--- config.mk ---
export PLATFORM = sky130hd
export DESIGN_NAME = result_streamer
export DESIGN_NICKNAME = d
export VERILOG_FILES = /design/src/rtl/result_streamer.sv
export SDC_FILE = /design/constraint.sdc
export NUM_CORES = 1
export LEC_CHECK = 0
export ABC_AREA = 1
export CORE_UTILIZATION = 56
export CTS_CLUSTER_DIAMETER = 50
export DETAILED_ROUTE_END_ITERATION = 7
export PLACE_DENSITY = 0.86
export SLEW_MARGIN = 10
export SYNTH_ARGS = -nofsm -noshare
export SYNTH_HDL_FRONTEND = slang
export SYNTH_SLANG_ARGS = --single-unit
--- constraint.sdc ---
create_clock -name clk_i -period 25.4 [get_ports clk_i]
set_input_delay 3.81 -clock clk_i [delete_from_list [all_inputs] [get_ports clk_i]]
set_output_delay 3.81 -clock clk_i [all_outputs]
set_load 0.01 [all_outputs]
--- src/rtl/result_streamer.sv ---
// Result streamer: captures a 4x4 result vector on done_i and streams the
// leading N x N sub-matrix row-major over a valid/ready handshake.
// Optional build macro: RESULT_STREAMER_PARITY_EN adds even parity on data_o.
//
// state  | meaning
// IDLE   | no frame pending; outputs hold last element, last_o low
// STREAM | buffer holds a frame; valid_o high until the last_o transfer
module result_streamer #(
  parameter int DATA_WIDTH  = 32,
  parameter int MATRIX_SIZE = 16,
  parameter int ADDR_WIDTH  = 4
) (
  input  logic                              clk_i,
  input  logic                              rst_ni,
  input  logic                              done_i,
  input  logic [MATRIX_SIZE*DATA_WIDTH-1:0] res_i,
  input  logic [2:0]                        dim_i,
  output logic [DATA_WIDTH-1:0]             data_o,
  output logic [ADDR_WIDTH-1:0]             addr_o,
  output logic                              valid_o,
  input  logic                              ready_i,
  output logic                              last_o,
  output logic                              busy_o,
  output logic                              drop_o,
  output logic                              parity_o
);

  localparam logic [0:0] ST_IDLE   = 1'b0;
  localparam logic [0:0] ST_STREAM = 1'b1;

  logic [0:0]            state_q;
  logic [DATA_WIDTH-1:0] buf_q [MATRIX_SIZE];
  logic [2:0]            n_q;
  logic [1:0]            row_q;
  logic [1:0]            col_q;
  logic [DATA_WIDTH-1:0] data_q;
  logic [ADDR_WIDTH-1:0] addr_q;
  logic                  last_q;
  logic                  drop_q;

  logic       xfer;
  logic       capture;
  logic       advance;
  logic [2:0] n_eff;
  logic [2:0] n_max;
  logic [1:0] nxt_row;
  logic [1:0] nxt_col;
  logic [3:0] nxt_idx;
  logic       nxt_last;

  assign busy_o  = (state_q == ST_STREAM);
  assign valid_o = busy_o;
  assign data_o  = data_q;
  assign addr_o  = addr_q;
  assign last_o  = last_q;
  assign drop_o  = drop_q;

  assign xfer    = valid_o & ready_i;
  // A done_i on the final handshake starts the next frame back to back.
  assign capture = done_i & ((state_q == ST_IDLE) | (xfer & last_q));
  assign advance = xfer & ~last_q;

  always_comb begin
    n_eff = dim_i;
    if ((dim_i == 3'd0) || (dim_i > 3'd4)) begin
      n_eff = 3'd4;
    end
  end

  assign n_max = n_q - 3'd1;

  always_comb begin
    nxt_row = row_q;
    nxt_col = col_q + 2'd1;
    if ({1'b0, col_q} == n_max) begin
      nxt_row = row_q + 2'd1;
      nxt_col = 2'd0;
    end
  end

  assign nxt_idx  = {nxt_row, nxt_col};
  assign nxt_last = ({1'b0, nxt_row} == n_max) && ({1'b0, nxt_col} == n_max);

  always_ff @(posedge clk_i) begin
    if (!rst_ni) begin
      for (int k = 0; k < MATRIX_SIZE; k++) begin
        buf_q[k] <= '0;
      end
    end else if (capture) begin
      for (int k = 0; k < MATRIX_SIZE; k++) begin
        buf_q[k] <= res_i[k*DATA_WIDTH +: DATA_WIDTH];
      end
    end
  end

  always_ff @(posedge clk_i) begin
    if (!rst_ni) begin
      state_q <= ST_IDLE;
      n_q     <= 3'd4;
      row_q   <= 2'd0;
      col_q   <= 2'd0;
      data_q  <= '0;
      addr_q  <= '0;
      last_q  <= 1'b0;
      drop_q  <= 1'b0;
    end else begin
      drop_q <= done_i & (state_q == ST_STREAM) & ~capture;
      if (capture) begin
        state_q <= ST_STREAM;
        n_q     <= n_eff;
        row_q   <= 2'd0;
        col_q   <= 2'd0;
        data_q  <= res_i[DATA_WIDTH-1:0];
        addr_q  <= '0;
        last_q  <= (n_eff == 3'd1);
      end else if (advance) begin
        row_q   <= nxt_row;
        col_q   <= nxt_col;
        data_q  <= buf_q[nxt_idx];
        addr_q  <= ADDR_WIDTH'(nxt_idx);
        last_q  <= nxt_last;
      end else if (xfer) begin
        state_q <= ST_IDLE;
        last_q  <= 1'b0;
      end
    end
  end

`ifdef RESULT_STREAMER_PARITY_EN
  assign parity_o = valid_o & (^data_q);
`else
  assign parity_o = 1'b0;
`endif

endmodule
==> impl_metrics.tcl <==
set metrics [dict create \
    worst-r2r-setup-slack_ns 19.54 \
    ctsResizeCount 0 \
    die_w_um 223 \
    cts_inserted_buffers 59 \
    fin_util 0.732 \
    rows 80 \
    final_common_cell "inv_1" \
    critical_path.top_delay_family "buffers and inverters" \
    syn_inst 3143 \
    synth_top_family_by_area "simple AND/OR/NAND/NOR gates" \
    hp-start "n_q[1]$_SDFFE_PN0P_" \
    ant_nets 0 \
    fmax_mhz 143 \
    clk_pin_slew_ns 0.07 \
    reg2reg_depth 12 \
    drcViolationCount 0 \
    drtPass1Iterations 6 \
    clk_latency_ns 0.62 \
    power_switching_w 0.000589 \
    slew_headroom 0.109 \
    arrival_ns 7.29 \
    syn-num-nets 3664 \
    status "finished clean" \
    synth_edf_count 512 \
    critical_path_buf_inv_count 3 \
    post_cts_buffers 0 \
    timing.rr.start "col_q[0]$_SDFFE_PP0P_" \
    cpMaxStageDelayCell "buf_4" \
    rsz0062_at_grt "no" \
    synth_ff_type "edfxtp_1" \
    gp_congestion 0.891 \
    setup_violations 0 \
    num_vias 23700 \
    p_per_area_nw_per_um2 66.1 \
    grt_pass1_vias 22300 \
    synthMuxAreaShare 0 \
    pin_count 560 \
    n_fill_cell 3281 \
    cts_tree "done" \
    path_class "input pin to register" \
    dr.max_layer_used "met5" \
    initial_utilization 0.571 \
    fin_crit_sh 0.275 \
    crit_path_end_kind "register" \
    totalWireLength_um 87000 \
    cellLeakagePower_nw 16.4 \
    drive_above_1_share 0.0417 \
    regToRegEndpoint "data_o[13]$_SDFFE_PN0P_" \
    ir_worst_vdd_mv 0.0505 \
    drv_cap 0 \
    io_buffers 558 \
    routedLengthMet1_um 31900 \
    worstSetupStartpointType "input pin" \
    grt_first_pass_wirelength_um 128000 \
    hold_buffers 0 \
    fin_skew_ns 0.0164 \
    area_growth_pct 28.1 \
    combPwrFrac 0.147 \
    fin_nets 4116 \
    min_to "n_q[1]$_SDFFE_PN0P_" \
    yosys_warnings 0 \
    stdcell_area_um2 35100 \
    synth_compound_area_frac 0.0445 \
    die_y_um 223 \
    min_path_type "register to register" \
    h-tree-depth 2 \
    dieArea_um2 49900 \
    p_int_w 0.00173 \
    post_drt_via_cell_ratio 5.53 \
    setup_ws_ns 18.42 \
    grt_overflow 0 \
    placed_area_um2 33100 \
    setup-tns-final_ns 0 \
    clkPwrFrac 0.381 \
    netlist_area_um2 27400 \
    grtUsageTotal 0.342 \
    critPathMaxStageDelay_ns 0.95 \
    p_sw_frac 0.254 \
    synth_area_leaders "edfxtp_1 56%, inv_1 9.8%, nand2_1 7.6%, nor2_1 7.0%, nand3_1 4.9%" \
    clock_sinks 554 \
    maxSlewViolCount 0 \
    hold_depth 2 \
    cts_buffer_depth 3 \
    crit_chain "clkdlybuf4s50_1 -> nand2_1 -> nand2_1 -> nand2_2 -> nor2_1 -> inv_8 -> buf_4 -> nor2_1" \
    first_iter_violations 3491 \
    synthXorXnorAreaFrac 0.00123 \
    met3_length_um 10100 \
    pre_cts_slack_ns 17.52 \
    hold_viol 0 \
    seq_area_frac_synth 0.591 \
    synth.distinct_cells 37 \
    core_area_um2 48000 \
    final_cell_mix "715 x inv_1, 557 x clkdlybuf4s50_1, 552 x nand2_1" \
    synthAdderAreaFrac 0.000912 \
    hold-worst-slack_ns 0.496 \
    async_flop_share 0 \
    synth_top_area_frac 0.560 \
    path_max_fanout 154 \
    hpwl_um 55400 \
    cp.required_ns 25.72 \
    wl_per_cell_um 20.3 \
    post-route-min-period_ns 6.98 \
    synth.avg_cell_area_um2 8.73 \
    dr_wl_met2_um 40400 \
    grt_max_degree 212 \
    antenna_found_initial 20 \
    synth_seq_cells 554 \
    synth_top_cell_by_area "edfxtp_1" \
    worst_slew_pin_slew_ns 1.34 \
    yosys.area_share.simple 0.231 \
    clockRootBuffer "clkbuf_16" \
    power_frac_seq 0.472 \
]
metal layers:
| metal | up-vias | track usage |
|---|---|---|
| met5 | - | 0 |
| met4 | 4 | 0.178 |
| met3 | 258 | 0.0533 |
| met2 | 1740 | 0.546 |
| met1 | 11000 | 0.455 |
| li1 | 10700 | - |
worst max-delay path by stage:
stage / depth (start not counted) / startpoint / endpoint / slack (ns)
after floorplan: 6 / ready_i / buf_q[0][0]$_SDFFCE_PN0P_ / 10.35
after global placement: 8 / ready_i / buf_q[12][4]$_SDFFCE_PN0P_ / 17.63
after detailed placement: 8 / ready_i / buf_q[2][6]$_SDFFCE_PN0P_ / 17.52
after CTS: 8 / ready_i / buf_q[7][2]$_SDFFCE_PN0P_ / 18.12
after global routing: 8 / ready_i / buf_q[2][24]$_SDFFCE_PN0P_ / 18.28
final: 8 / ready_i / buf_q[5][18]$_SDFFCE_PN0P_ / 18.42
kinds of logic (layout without fill, tap and decap cells):
family | after synthesis | after routing
buf+inv | 906 | 1407
compound gates | 209 | 209
other cells | 1 | 19
fa+ha+maj | 2 | 2
xor+xnor | 3 | 3
flops | 554 | 554
simple gates | 1468 | 1468
power by group through the flow:
| stage | combinational (W) | clock [W] | sequential, W |
|---|---|---|---|
| after floorplan | 0.000172 | 0 | 0.00113 |
| after global placement | 0.000325 | 0 | 0.00111 |
| after detailed placement | 0.000332 | 0 | 0.00111 |
| after CTS | 0.000337 | 0.000882 | 0.00110 |
| after global routing | 0.000368 | 0.000918 | 0.00110 |
| final | 0.000341 | 0.000884 | 0.00110 |
per-stage QoR:
step	instances	total power, W
2_1_floorplan	3143	0.00130
3_3_place_gp	4149	0.00144
3_5_place_dp	4149	0.00145
4_1_cts	4259	0.00232
5_1_grt	4275	0.00239
6_report	4277	0.00232
synth_stat cells, types with 10 or more instances:
cell type	n
edfxtp_1	512
o21ai_1	34
buf_4	10
o2111ai_1	21
buf_1	10
o211ai_1	32
dfxtp_1	42
nand3b_1	102
nand3_1	267
clkbuf_1	95
inv_1	717
buf_6	11
o21ai_0	75
a21oi_1	39
buf_2	57
or2_2	23
nor2_1	511
nand2_1	553
worst reg2reg max path: cells and delay by family (launching register included):
family / cells / cell delay [ns]
AND/OR/NAND/NOR: 8 / 2.74
AO/OA/AOI/OAI: 2 / 0.85
flip-flops: 1 / 0.50
buffers and inverters: 2 / 1.71
final cells by class:
cell class | count | area (µm²) | area share
Multi-Input combinational cell | 1683 | 7660 | 0.218
Antenna cell | 18 | 45.0 | 0.00128
Clock inverter | 42 | 410 | 0.0117
Tap cell | 615 | 769 | 0.0219
Inverter | 723 | 2730 | 0.0778
Sequential cell | 554 | 16200 | 0.461
Clock buffer | 68 | 1570 | 0.0447
Timing Repair Buffer | 574 | 5730 | 0.163
registers in the layout (all words and copies together) (netlist names):
signal  count
addr_o      1
buf_q     512
busy_o      1
col_q       1
data_o     32
drop_o      1
last_o      1
n_q         3
row_q       2
No activity file was read; power rests on OpenSTA's default activity.
